**config.mk**
```make
export PLATFORM = sky130hd
export DESIGN_NAME = sobel_window_gen_flat
export DESIGN_NICKNAME = d
export VERILOG_FILES = /design/src/rtl/sobel_pkg.sv /design/src/rtl/sobel_window_gen_if.sv /design/src/rtl/line_buffer_ram.sv /design/src/rtl/sobel_window_gen.sv /design/src/flat_wrapper.sv
export SDC_FILE = /design/constraint.sdc
export NUM_CORES = 1
export LEC_CHECK = 0
export CORE_MARGIN = 2
export CORE_UTILIZATION = 40
export DETAILED_ROUTE_END_ITERATION = 7
export HOLD_SLACK_MARGIN = 0.05
export PLACE_DENSITY = 0.66
export RECOVER_POWER = 100
export SKIP_CTS_REPAIR_TIMING = 1
export SLEW_MARGIN = 20
export SYNTH_ARGS = -nofsm -noshare
export SYNTH_HDL_FRONTEND = slang
export SYNTH_SLANG_ARGS = --single-unit
```
**constraint.sdc**
```tcl
create_clock -name Clock -period 9.45 [get_ports Clock]
set_clock_uncertainty 0.15 [all_clocks]
set_input_delay 2.3625 -clock Clock [delete_from_list [all_inputs] [get_ports Clock]]
set_output_delay 2.3625 -clock Clock [all_outputs]
set_load 0.02 [all_outputs]
```
**src/rtl/sobel_pkg.sv**
```systemverilog
// ---------------------------------------------------------------------------
// sobel_pkg
// Shared constants for the 3x3 window path. The window generator and the
// gradient stage both import this package.
//   ELEM_W    : width of one packed window element (pixel zero-extended)
//   WIN_ELEMS : elements per 3x3 window
//   WIN_W     : width of the packed window bus
//   win_idx   : LSB position of element (r,c); r=0 oldest line, c=0 oldest column
// ---------------------------------------------------------------------------
package sobel_pkg;

    localparam int ELEM_W    = 24;
    localparam int WIN_ELEMS = 9;
    localparam int WIN_W     = WIN_ELEMS * ELEM_W;

    function automatic int win_idx(input int r, input int c);
        return (r * 3 + c) * ELEM_W;
    endfunction

endpackage

```
**src/rtl/sobel_window_gen_if.sv**
```systemverilog
// ---------------------------------------------------------------------------
// sobel_window_gen_if
// Pixel-in / window-out handshake bundle for sobel_window_gen.
//   pix_valid/pix_data/pix_ready : raster pixel stream into the block
//   win_valid/win_data/win_ready : 3x3 window stream out of the block
//   win_row/win_col              : position of the newest (bottom-right) pixel
//   frame_done                   : pulse after the last window of a frame is taken
// Modports:
//   master : upstream pixel source and downstream window consumer
//   slave  : the window generator itself
// ---------------------------------------------------------------------------
interface sobel_window_gen_if #(
    parameter int IMG_WIDTH  = 64,
    parameter int IMG_HEIGHT = 64,
    parameter int PIX_W      = 8
);
    import sobel_pkg::*;

    localparam int ROW_W = $clog2(IMG_HEIGHT);
    localparam int COL_W = $clog2(IMG_WIDTH);

    logic             pix_valid;
    logic [PIX_W-1:0] pix_data;
    logic             pix_ready;
    logic             win_valid;
    logic             win_ready;
    logic [WIN_W-1:0] win_data;
    logic [ROW_W-1:0] win_row;
    logic [COL_W-1:0] win_col;
    logic             frame_done;

    modport master (
        output pix_valid, pix_data, win_ready,
        input  pix_ready, win_valid, win_data, win_row, win_col, frame_done
    );

    modport slave (
        input  pix_valid, pix_data, win_ready,
        output pix_ready, win_valid, win_data, win_row, win_col, frame_done
    );

endinterface

```
**src/rtl/line_buffer_ram.sv**
```systemverilog
// ---------------------------------------------------------------------------
// line_buffer_ram
// Single-port line store, read-before-write: o_rdata shows the old contents
// at i_addr for the whole cycle, and i_wdata lands on the rising edge.
// Contents are never cleared; the window logic does not use a line before
// it has been rewritten in the current frame.
//   Clock   : clock, rising edge
//   i_we    : write enable
//   i_addr  : column address
//   i_wdata : pixel to store
//   o_rdata : stored pixel at i_addr (combinational)
// ---------------------------------------------------------------------------
module line_buffer_ram #(
    parameter int DEPTH = 64,
    parameter int WIDTH = 8
) (
    input  logic                     Clock,
    input  logic                     i_we,
    input  logic [$clog2(DEPTH)-1:0] i_addr,
    input  logic [WIDTH-1:0]         i_wdata,
    output logic [WIDTH-1:0]         o_rdata
);

    logic [WIDTH-1:0] r_mem [DEPTH];

    assign o_rdata = r_mem[i_addr];

    always_ff @(posedge Clock) begin
        if (i_we) begin
            r_mem[i_addr] <= i_wdata;
        end
    end

endmodule

```
**src/rtl/sobel_window_gen.sv**
```systemverilog
// ---------------------------------------------------------------------------
// sobel_window_gen
// Turns a raster pixel stream into the stream of fully-interior 3x3
// neighbourhoods (no padding), packed as 9 zero-extended ELEM_W elements.
// Two line buffers hold the previous two lines; a 3x3 register window
// shifts one column per accepted pixel; a single output register holds the
// pending window until the consumer takes it.
//   Clock : clock, rising edge
//   reset : asynchronous, active-high
//   bus   : sobel_window_gen_if.slave (pixel in, window out, frame_done)
// ---------------------------------------------------------------------------
module sobel_window_gen
    import sobel_pkg::*;
#(
    parameter int IMG_WIDTH  = 64,
    parameter int IMG_HEIGHT = 64,
    parameter int PIX_W      = 8
) (
    input  logic             Clock,
    input  logic             reset,
    sobel_window_gen_if.slave bus
);

    localparam int ROW_W = $clog2(IMG_HEIGHT);
    localparam int COL_W = $clog2(IMG_WIDTH);

    logic [ROW_W-1:0] r_row;
    logic [COL_W-1:0] r_col;
    logic [PIX_W-1:0] r_win [3][3];
    logic             r_win_valid;
    logic [WIN_W-1:0] r_win_data;
    logic [ROW_W-1:0] r_win_row;
    logic [COL_W-1:0] r_win_col;
    logic             r_frame_done;

    logic [PIX_W-1:0] w_shift [3][3];
    logic [WIN_W-1:0] w_win_packed;
    logic [PIX_W-1:0] w_lb0_q;
    logic [PIX_W-1:0] w_lb1_q;
    logic             w_pix_ready;
    logic             w_accept;
    logic             w_handoff;
    logic             w_emit;
    logic             w_last_col;
    logic             w_last_row;

    // No skid buffer: a pending window blocks input until it is taken.
    assign w_pix_ready = !r_win_valid || bus.win_ready;
    assign w_accept    = bus.pix_valid && w_pix_ready;
    assign w_handoff   = r_win_valid && bus.win_ready;
    assign w_emit      = w_accept && (r_row >= ROW_W'(2)) && (r_col >= COL_W'(2));
    assign w_last_col  = (r_col == COL_W'(IMG_WIDTH - 1));
    assign w_last_row  = (r_row == ROW_W'(IMG_HEIGHT - 1));

    // lb0 holds the previous line, lb1 the one before; lb1 is fed from
    // lb0's old value at the same column.
    line_buffer_ram #(.DEPTH(IMG_WIDTH), .WIDTH(PIX_W)) u_lb0 (
        .Clock   (Clock),
        .i_we    (w_accept),
        .i_addr  (r_col),
        .i_wdata (bus.pix_data),
        .o_rdata (w_lb0_q)
    );

    line_buffer_ram #(.DEPTH(IMG_WIDTH), .WIDTH(PIX_W)) u_lb1 (
        .Clock   (Clock),
        .i_we    (w_accept),
        .i_addr  (r_col),
        .i_wdata (w_lb0_q),
        .o_rdata (w_lb1_q)
    );

    always_comb begin
        for (int r = 0; r < 3; r++) begin
            w_shift[r][0] = r_win[r][1];
            w_shift[r][1] = r_win[r][2];
        end
        w_shift[0][2] = w_lb1_q;
        w_shift[1][2] = w_lb0_q;
        w_shift[2][2] = bus.pix_data;
    end

    always_comb begin
        w_win_packed = '0;
        for (int r = 0; r < 3; r++) begin
            for (int c = 0; c < 3; c++) begin
                w_win_packed[win_idx(r, c) +: ELEM_W] = ELEM_W'(w_shift[r][c]);
            end
        end
    end

    // The window shifts on every accept, even at columns 0/1, so the
    // interior windows of a line start from a clean set of columns.
    always_ff @(posedge Clock or posedge reset) begin
        if (reset) begin
            for (int r = 0; r < 3; r++) begin
                for (int c = 0; c < 3; c++) begin
                    r_win[r][c] <= '0;
                end
            end
        end else if (w_accept) begin
            r_win <= w_shift;
        end
    end

    always_ff @(posedge Clock or posedge reset) begin
        if (reset) begin
            r_row <= '0;
            r_col <= '0;
        end else if (w_accept) begin
            if (w_last_col) begin
                r_col <= '0;
                r_row <= w_last_row ? '0 : r_row + ROW_W'(1);
            end else begin
                r_col <= r_col + COL_W'(1);
            end
        end
    end

    // A new window replaces one being handed off in the same cycle.
    always_ff @(posedge Clock or posedge reset) begin
        if (reset) begin
            r_win_valid <= 1'b0;
            r_win_data  <= '0;
            r_win_row   <= '0;
            r_win_col   <= '0;
        end else if (w_emit) begin
            r_win_valid <= 1'b1;
            r_win_data  <= w_win_packed;
            r_win_row   <= r_row;
            r_win_col   <= r_col;
        end else if (w_handoff) begin
            r_win_valid <= 1'b0;
        end
    end

    always_ff @(posedge Clock or posedge reset) begin
        if (reset) begin
            r_frame_done <= 1'b0;
        end else begin
            r_frame_done <= w_handoff
                         && (r_win_row == ROW_W'(IMG_HEIGHT - 1))
                         && (r_win_col == COL_W'(IMG_WIDTH - 1));
        end
    end

    assign bus.pix_ready  = w_pix_ready;
    assign bus.win_valid  = r_win_valid;
    assign bus.win_data   = r_win_data;
    assign bus.win_row    = r_win_row;
    assign bus.win_col    = r_win_col;
    assign bus.frame_done = r_frame_done;

endmodule

```
**src/flat_wrapper.sv**
```systemverilog
// flat-port wrapper written by rule: the top's interface ports become plain ports
module sobel_window_gen_flat import sobel_pkg::*;
#(
    parameter int IMG_WIDTH  = 64,
    parameter int IMG_HEIGHT = 64,
    parameter int PIX_W      = 8
)
  (Clock, reset, bus_pix_valid, bus_pix_data, bus_win_ready, bus_pix_ready, bus_win_valid, bus_win_data, bus_win_row, bus_win_col, bus_frame_done);
  sobel_window_gen_if #(.IMG_WIDTH(IMG_WIDTH), .IMG_HEIGHT(IMG_HEIGHT), .PIX_W(PIX_W)) bus_i ();
  input  logic Clock;
  input  logic reset;
  input wire logic [$bits(bus_i.pix_valid)-1:0] bus_pix_valid;
  input wire logic [$bits(bus_i.pix_data)-1:0] bus_pix_data;
  input wire logic [$bits(bus_i.win_ready)-1:0] bus_win_ready;
  output wire logic [$bits(bus_i.pix_ready)-1:0] bus_pix_ready;
  output wire logic [$bits(bus_i.win_valid)-1:0] bus_win_valid;
  output wire logic [$bits(bus_i.win_data)-1:0] bus_win_data;
  output wire logic [$bits(bus_i.win_row)-1:0] bus_win_row;
  output wire logic [$bits(bus_i.win_col)-1:0] bus_win_col;
  output wire logic [$bits(bus_i.frame_done)-1:0] bus_frame_done;
  assign bus_i.pix_valid = bus_pix_valid;
  assign bus_i.pix_data = bus_pix_data;
  assign bus_i.win_ready = bus_win_ready;
  assign bus_pix_ready = bus_i.pix_ready;
  assign bus_win_valid = bus_i.win_valid;
  assign bus_win_data = bus_i.win_data;
  assign bus_win_row = bus_i.win_row;
  assign bus_win_col = bus_i.win_col;
  assign bus_frame_done = bus_i.frame_done;
  sobel_window_gen #(.IMG_WIDTH(IMG_WIDTH), .IMG_HEIGHT(IMG_HEIGHT), .PIX_W(PIX_W)) u_core (.Clock(Clock), .reset(reset), .bus(bus_i));
endmodule
```
==> results of run 1 <==
## how the worst min path moves through the flow
stage,slack [ns],endpoint,startpoint
2_1_floorplan,0.29,u_core.r_win[35]$_DFFE_PP0P_,u_core.r_win[35]$_DFFE_PP0P_
3_3_place_gp,0.30,u_core.r_win[33]$_DFFE_PP0P_,u_core.r_win[33]$_DFFE_PP0P_
3_5_place_dp,0.31,u_core.r_win[60]$_DFFE_PP0P_,u_core.r_win[60]$_DFFE_PP0P_
4_1_cts,0.33,u_core.r_win[35]$_DFFE_PP0P_,u_core.r_win[35]$_DFFE_PP0P_
5_1_grt,0.34,u_core.bus.win_data[0]$_DFFE_PP0P_,u_core.bus.win_data[0]$_DFFE_PP0P_
6_report,0.32,u_core.r_win[35]$_DFFE_PP0P_,u_core.r_win[35]$_DFFE_PP0P_
## flip-flops by register name, indices dropped and copies added (netlist names)
signal / cells
u_core.u_lb0.r_mem: 512
u_core.u_lb1.r_mem: 512
u_core.bus.win_data: 72
u_core.r_win: 48
u_core.bus.win_col: 6
u_core.bus.win_row: 6
u_core.r_col: 6
u_core.r_row: 6
u_core.bus.frame_done: 1
u_core.bus.win_valid: 1
## kinds of logic (layout without fill, tap and decap cells)
logic type | count (synthesis) | count (layout) | synth area share, %
DFF | 1170 | 1170 | 73.8
muxes | 575 | 575 | 12.8
and+or+nand+nor | 479 | 479 | 4.57
buffers and inverters | 317 | 428 | 4.29
AOI/OAI and AO/OA | 300 | 300 | 4.34
xor gates and xnor gates | 8 | 8 | 0.150
adders and majority gates | 4 | 4 | 0.107
other | 1 | 145 | 0.00804
## placed cells by master (no fill, tap or decap), drive strengths merged, types with 2 or more instances in the layout
master          n
edfxtp       1024
mux2i         497
clkbuf        229
nand2         202
a22oi         191
dfrtp         146
conb          144
nand3         111
nor2           97
dlygate4sd3    89
a21oi          74
mux2           70
clkinv         51
nand4          33
buf            33
o21ai          27
inv            16
nand2b          9
mux4            8
o22ai           7
nor3            7
xnor2           5
bufinv          5
ha              4
clkinvlp        4
and2            4
nand3b          3
xor2            3
nor4            2
and3            2
or3             2
## metal layers
metal	up-vias	wire length, um	GRT usage, %
met5	-	0	0
met1	12552	46700	24.7
met3	180	7450	2.95
li1	10934	-	-
met2	995	52000	28.7
met4	0	3440	6.01
## critical path, delay by kind of cell
| kind | cells | cell delay, ns |
|---|---|---|
| AND/OR/NAND/NOR | 4 | 2.64 |
| buffers and inverters | 3 | 2.63 |
## through the flow
| step | hold slack [ns] | util (%) | total power [W] | setup slack, ns |
|---|---|---|---|---|
| 2_1_floorplan | 0.290 | - | 0.0108 | 3.01 |
| 3_3_place_gp | 0.305 | 42.2 | 0.0132 | 3.31 |
| 3_5_place_dp | 0.309 | 42.2 | 0.0133 | 3.29 |
| 4_1_cts | 0.326 | 45.3 | 0.0176 | 3.29 |
| 5_1_grt | 0.343 | 45.0 | 0.0181 | 1.67 |
| 6_report | 0.319 | 45.0 | 0.0174 | 1.93 |
## final cells by class
| type | count | share of cell area [%] |
|---|---|---|
| Antenna cell | 1 | 0.00480 |
| Clock buffer | 149 | 5.93 |
| Clock inverter | 63 | 0.890 |
| Inverter | 13 | 0.0959 |
| Multi-Input combinational cell | 1510 | 20.6 |
| Sequential cell | 1170 | 65.9 |
| Tap cell | 1524 | 3.65 |
| Timing Repair Buffer | 203 | 2.86 |
## report_power, final
part	internal [W]	switching [W]
clock	0.00244	0.00188
combinational	0.00157	0.00413
sequential	0.00714	0.000263
==> reports/qor.txt, run 1 <==
CLOCK TREE
--------------------------------------------------------------------------------
Clock Root Buffer                                                   sky130_fd_sc_hd__clkbuf_16
H-tree depth                                                                   3
Insertion delay to the later sink of the worst-skew pair                 0.69 ns
Largest buffer count on any clock path                                         3
Sinks on the clock net                                                      1170
Number of CTS-inserted buffers                                               114
TritonCTS clock tree                                                       built
Clock-pin transition on the worst setup and hold timing paths            0.06 ns

DRT
--------------------------------------------------------------------------------
Total number of vias                                                       24661
Iteration count of the initial detailed-routing pass                           7
ANT nets after route                                                           0
Total wire length                                                      110000 um
Detailed-route wire length per cell                                      23.7 um
Starting DRC count in detailed routing                                      2792
DRC violations left                                                            0
Vias/cell                                                                   5.32

DIE
--------------------------------------------------------------------------------
Area of the die                                                      119000 um^2
I/O pins                                                                     243
Die Height                                                                345 um
Initial Utilization                                                        40.2%
Area of the core region                                              116000 um^2
Count of standard-cell rows                                                  125
Horizontal die dimension                                                  345 um

FLOW RUN
--------------------------------------------------------------------------------
Number of maximum-capacitance violations                                      16

PLACEMENT
--------------------------------------------------------------------------------
Placed Instances                                                            4419
Cell area after placement                                             48900 um^2
Post-detailed-placement half-perimeter wirelength                       63500 um
Count of input and output buffers                                             98
Final RePlAce weighted congestion                                          0.826

WORST SETUP PATH
--------------------------------------------------------------------------------
Ordered cell list for the critical path                             dlygate4sd3_1 -> nand2b_1 -> and2_2 -> clkbuf_1 -> nand3_1 -> nor2_1 -> clkbuf_1
Start-to-end type of the worst setup path                              in -> reg
Launch point of the critical path                                   bus_win_ready
Critical path launch point type                                     primary input
Max stage delay on crit path                                             1.63 ns
Arrival time of data at the critical path endpoint                       7.68 ns
Launching point of the worst reg2reg path                           u_core.r_col[1]$_DFFE_PP0P_
Critical path endpoint                                              u_core.u_lb0.r_mem[20][5]$_DFFE_PP_
Capture point of the worst reg-to-reg path                          u_core.u_lb1.r_mem[21][4]$_DFFE_PP_
Register-to-Register Path Depth                                                8
Type of destination of the critical path                               flip-flop
Crit-path slowest cell                                              sky130_fd_sc_hd__clkbuf_1
Data required, critical path                                             9.62 ns
Dominant cell type by count on the critical path                    sky130_fd_sc_hd__clkbuf_1
Worst-path maximum fanout                                                     43
Minimum setup slack among reg-to-reg paths                               2.02 ns

PWR
--------------------------------------------------------------------------------
Static leakage                                                           18.4 nW
Worst-case vdd ir drop                                                    280 uV
PD cells                                                             334 nW/um^2

SYNTH
--------------------------------------------------------------------------------
Yosys top cell by area                                              sky130_fd_sc_hd__edfxtp_1
Commonest cells post-synth                                          1024 x sky130_fd_sc_hd__edfxtp_1, 497 x sky130_fd_sc_hd__mux2i_1, 202 x sky130_fd_sc_hd__nand2_1, 191 x sky130_fd_sc_hd__a22oi_1, 189 x sky130_fd_sc_hd__buf_4
Unique cell type count in the Yosys netlist                                   46
Area share of the largest cell type after synthesis                        65.9%
Share of synthesized flip-flops with an asynchronous set or reset          12.5%
Number of flip-flops and latches in the synthesized netlist                 1170
Synth Flop Type                                                     sky130_fd_sc_hd__edfxtp_1
Fraction of the yosys area taken by sequential cells                       73.8%
Ys Warns                                                                       0
Largest cells by area after synthesis                               sky130_fd_sc_hd__edfxtp_1 66%, sky130_fd_sc_hd__mux2i_1 11%, sky130_fd_sc_hd__dfrtp_1 7.8%, sky130_fd_sc_hd__a22oi_1 3.1%, sky130_fd_sc_hd__buf_4 3.0%
Most used standard cell by instance count after synthesis           sky130_fd_sc_hd__edfxtp_1
Total standard cell area after synthesis                              46600 um^2
Instance count of the mapped netlist                                        2854
Number of synthesized flops with an enable pin                              1024
Avg Inst Size Synth                                                    16.3 um^2

CELLS AND AREA
--------------------------------------------------------------------------------
Final-stage net count                                                       3028
Synth-to-Final Area Change                                                 11.9%
Fill cell instance count of the final layout                                9997
Summed area of non-filler cells in the final layout                   52200 um^2
Register Area                                                         34400 um^2
Non-filler instance count after layout                                      4633
Multi-input gate area                                                 10800 um^2
Share of post-route cells with drive strength above 1                      7.08%

STA
--------------------------------------------------------------------------------
Crit share post-route                                                      79.5%
Slew of the pin with the lowest slew margin                              4.46 ns
Shortest clock period the worst path allows after layout                 7.52 ns
Fin. max-slew vios                                                          1058
Hold Fails Final Rpt                                                           0
TNS Setup                                                                   0 ns
Slew Limit Headroom                                                        -197%
Number of endpoints failing setup at the final stage                           0
Max frequency                                                            133 MHz
RSZ-0062 raised after global routing                                       false

GRT
--------------------------------------------------------------------------------
Overflow left after global routing                                             0
First-pass GRT wire length                                             159000 um
All-layer global routing usage                                             17.9%
Via count of the first global-routing pass                                 23706
Number of antenna violations at the first check in global routing              1
Maximum number of pins on one net before global-route repair                 129

HOLD PATH
--------------------------------------------------------------------------------
Path category of the worst min-delay check                            reg -> reg
Hold-critical path depth                                                       2

STATUS
--------------------------------------------------------------------------------
Outcome                                                             finished, violations left
Violated checks                                                     max-capacitance violations, max-slew violations

Note: power is estimated with default switching activity, not from simulation.
==> run 2, diff against run 1 <==
==> constraint.sdc (replaced) <==
create_clock -name Clock -period 7 [get_ports Clock]
set_clock_uncertainty 0.15 [all_clocks]
set_input_delay 1.75 -clock Clock [delete_from_list [all_inputs] [get_ports Clock]]
set_output_delay 1.75 -clock Clock [all_outputs]
set_load 0.02 [all_outputs]
==> run 2 against run 1 <==
The run still ends with max-capacitance violations, max-slew violations left; worst hold slack better by 0.0055 ns; die area stayed put; cell area is 0.33% higher; critical path type is now reg -> reg; critical endpoint is now u_core.u_lb1.r_mem[45][1]$_DFFE_PP_; largest cell class unchanged; highest routed layer unchanged.
==> reports/qor.txt, run 2 (synthesis results as in run 1) <==
STATUS
-------------------------------------------------------------------------------------
Outcome                                                                  finished, violations left
Violated checks                                                          max-capacitance violations, max-slew violations

HOLD PATH
-------------------------------------------------------------------------------------
WHS Endpoint                                                             u_core.r_win[62]$_DFFE_PP0P_
Worst hold start                                                         u_core.r_win[62]$_DFFE_PP0P_
Path category of the worst min-delay check                                 reg -> reg
Hold-critical path depth                                                            2

CELLS AND AREA
-------------------------------------------------------------------------------------
Highest-count cells in the layout ignoring fill and taps                 1024 x sky130_fd_sc_hd__edfxtp_1, 497 x sky130_fd_sc_hd__mux2i_1, 202 x sky130_fd_sc_hd__nand2_1
Share of post-route cells with drive strength above 1                           7.33%
Most frequent standard cell in the layout excluding fill and tap cells   sky130_fd_sc_hd__edfxtp_1
Final-stage net count                                                            3038
Synth-to-Final Area Change                                                      12.3%
Final core utilization                                                          45.2%

WORST SETUP PATH
-------------------------------------------------------------------------------------
Crit-path slowest cell                                                   sky130_fd_sc_hd__clkbuf_1
Ordered cell list for the critical path                                  clkbuf_1 -> mux2i_1 -> a22oi_1 -> nand3_1 -> nand4_1 -> nor2_1 -> inv_1 -> buf_4
Minimum setup slack among reg-to-reg paths                                    1.42 ns
Capture point of the worst reg-to-reg path                               u_core.u_lb1.r_mem[45][1]$_DFFE_PP_
Register-to-Register Path Depth                                                     8
Worst-path maximum fanout                                                          40
Start-to-end type of the worst setup path                                  reg -> reg
Arrival time of data at the critical path endpoint                            5.83 ns
Type of destination of the critical path                                    flip-flop
Critical path launch point type                                             flip-flop
Data required, critical path                                                  7.25 ns
Launching point of the worst reg2reg path                                u_core.r_col[0]$_DFFE_PP0P_
Max stage delay on crit path                                                  1.34 ns

DIE
-------------------------------------------------------------------------------------
Initial Utilization                                                             40.2%
Horizontal die dimension                                                       345 um
Die Height                                                                     345 um
I/O pins                                                                          243
Area of the die                                                           119000 um^2
Count of standard-cell rows                                                       125
Area of the core region                                                   116000 um^2

GRT
-------------------------------------------------------------------------------------
Number of antenna violations at the first check in global routing                   5
Overflow left after global routing                                                  0
Maximum number of pins on one net before global-route repair                       99
First-pass GRT wire length                                                  161000 um
Via count of the first global-routing pass                                      24103
Grt met3 use                                                                    2.67%
Met1 Resource Use GR                                                            24.9%
Busiest metal layer after global routing                                         met2
All-layer global routing usage                                                  18.0%
Met2 routing resource usage after global routing                                29.5%

PLACEMENT
-------------------------------------------------------------------------------------
Post-detailed-placement half-perimeter wirelength                            63500 um
Final RePlAce weighted congestion                                               0.817
Count of input and output buffers                                                  98

DRT
-------------------------------------------------------------------------------------
Vias/cell                                                                        5.36
DRC violations left                                                                 0
Iteration count of the initial detailed-routing pass                                8
Detailed-route wire length per cell                                           23.7 um
Total wire length                                                           110000 um
ANT nets after route                                                                0
Starting DRC count in detailed routing                                           2818
Total number of vias                                                            24846

CLOCK TREE
-------------------------------------------------------------------------------------
Clock-pin transition on the worst setup and hold timing paths                 0.06 ns
H-tree depth                                                                        3
Largest buffer count on any clock path                                              3
TritonCTS clock tree                                                            built
Clock Root Buffer                                                        sky130_fd_sc_hd__clkbuf_16
Insertion delay to the later sink of the worst-skew pair                      0.68 ns
Number of CTS-inserted buffers                                                    114
Sinks on the clock net                                                           1170

STA
-------------------------------------------------------------------------------------
Fin. max-slew vios                                                                797
Hold Fails Final Rpt                                                                0
Number of endpoints failing setup at the final stage                                0
Crit share post-route                                                           79.7%
Slew Limit Headroom                                                             -178%
Slew of the pin with the lowest slew margin                                   4.17 ns
TNS Setup                                                                        0 ns
Max frequency                                                                 179 MHz
RSZ-0062 raised after global routing                                            false
Shortest clock period the worst path allows after layout                      5.58 ns

PWR
-------------------------------------------------------------------------------------
PD cells                                                                  449 nW/um^2
Static leakage                                                                18.5 nW
Worst-case vdd ir drop                                                         610 uV

FLOW RUN
-------------------------------------------------------------------------------------
Number of maximum-capacitance violations                                           13

==> run 2: cell count changes in the layout (fill, tap and decap cells not counted), sizes merged <==
cell	change
inv	-7
bufinv	+2
clkbuf	-9
clkinv	+1
buf	+11
clkinvlp	+4
==> run 2: metrics by stage <==
stage	hold WS, ns	instances	setup WS [ns]	power, W	area [um^2]
finish	0.325	4635	1.42	0.0235	52400
floorplan	0.290	2997	1.18	0.0146	47200
global route	0.344	4634	1.17	0.0244	52300
global placement	0.306	4430	1.67	0.0177	49100
CTS	0.326	4634	2.01	0.0237	52700
detailed placement	0.311	4430	1.64	0.0178	49100
==> run 2: per-layer routing <==
metal	part of all wire (%)	wire [um]
met1	42	46300
met2	48	52600
met3	7.5	8240
met4	2.3	2550
met5	0	0
==> run 2: worst max-delay path, delay by kind of cell (launching register included) <==
family                 cells  cell delay (ns)
multiplexers               1             0.25
AND/OR/NAND/NOR            3             0.94
AO/OA/AOI/OAI              1             0.29
buffers and inverters      3             2.69
flip-flops                 1             0.89
==> run 2: cell type report <==
class / instances / area [um^2]
fill: 9989 / 63500
sequential: 1170 / 34400
multi-input combinational: 1510 / 10700
clock buffer: 141 / 3130
tap: 1524 / 1910
timing repair buffer: 213 / 1630
clock inverter: 63 / 480
inverter: 13 / 57.6
antenna: 1 / 2.50
==> run 2: how the worst max path moves through the flow <==
stage | cells after the start | start | to | slack, ns
after global routing | 8 | u_core.r_col[0]$_DFFE_PP0P_ | u_core.u_lb1.r_mem[7][2]$_DFFE_PP_ | 1.17
after detailed placement | 7 | bus_win_ready | u_core.u_lb0.r_mem[5][1]$_DFFE_PP_ | 1.64
after CTS | 3 | bus_win_ready | bus_pix_ready | 2.01
final | 8 | u_core.r_col[0]$_DFFE_PP0P_ | u_core.u_lb1.r_mem[45][1]$_DFFE_PP_ | 1.42
after floorplan | 1 | reset | u_core.bus.frame_done$_DFF_PP0_ | 1.18
after global placement | 7 | bus_win_ready | u_core.u_lb0.r_mem[5][1]$_DFFE_PP_ | 1.67
==> run 2: where the power goes <==
group | switching (W) | internal (W) | total (W) | leakage (nW)
clock network | 0.00252 | 0.00339 | 0.00591 | 1.76
registers | 0.000348 | 0.00966 | 0.0100 | 11.0
logic | 0.00547 | 0.00213 | 0.00760 | 5.74
total | 0.00833 | 0.0152 | 0.0235 | 18.5
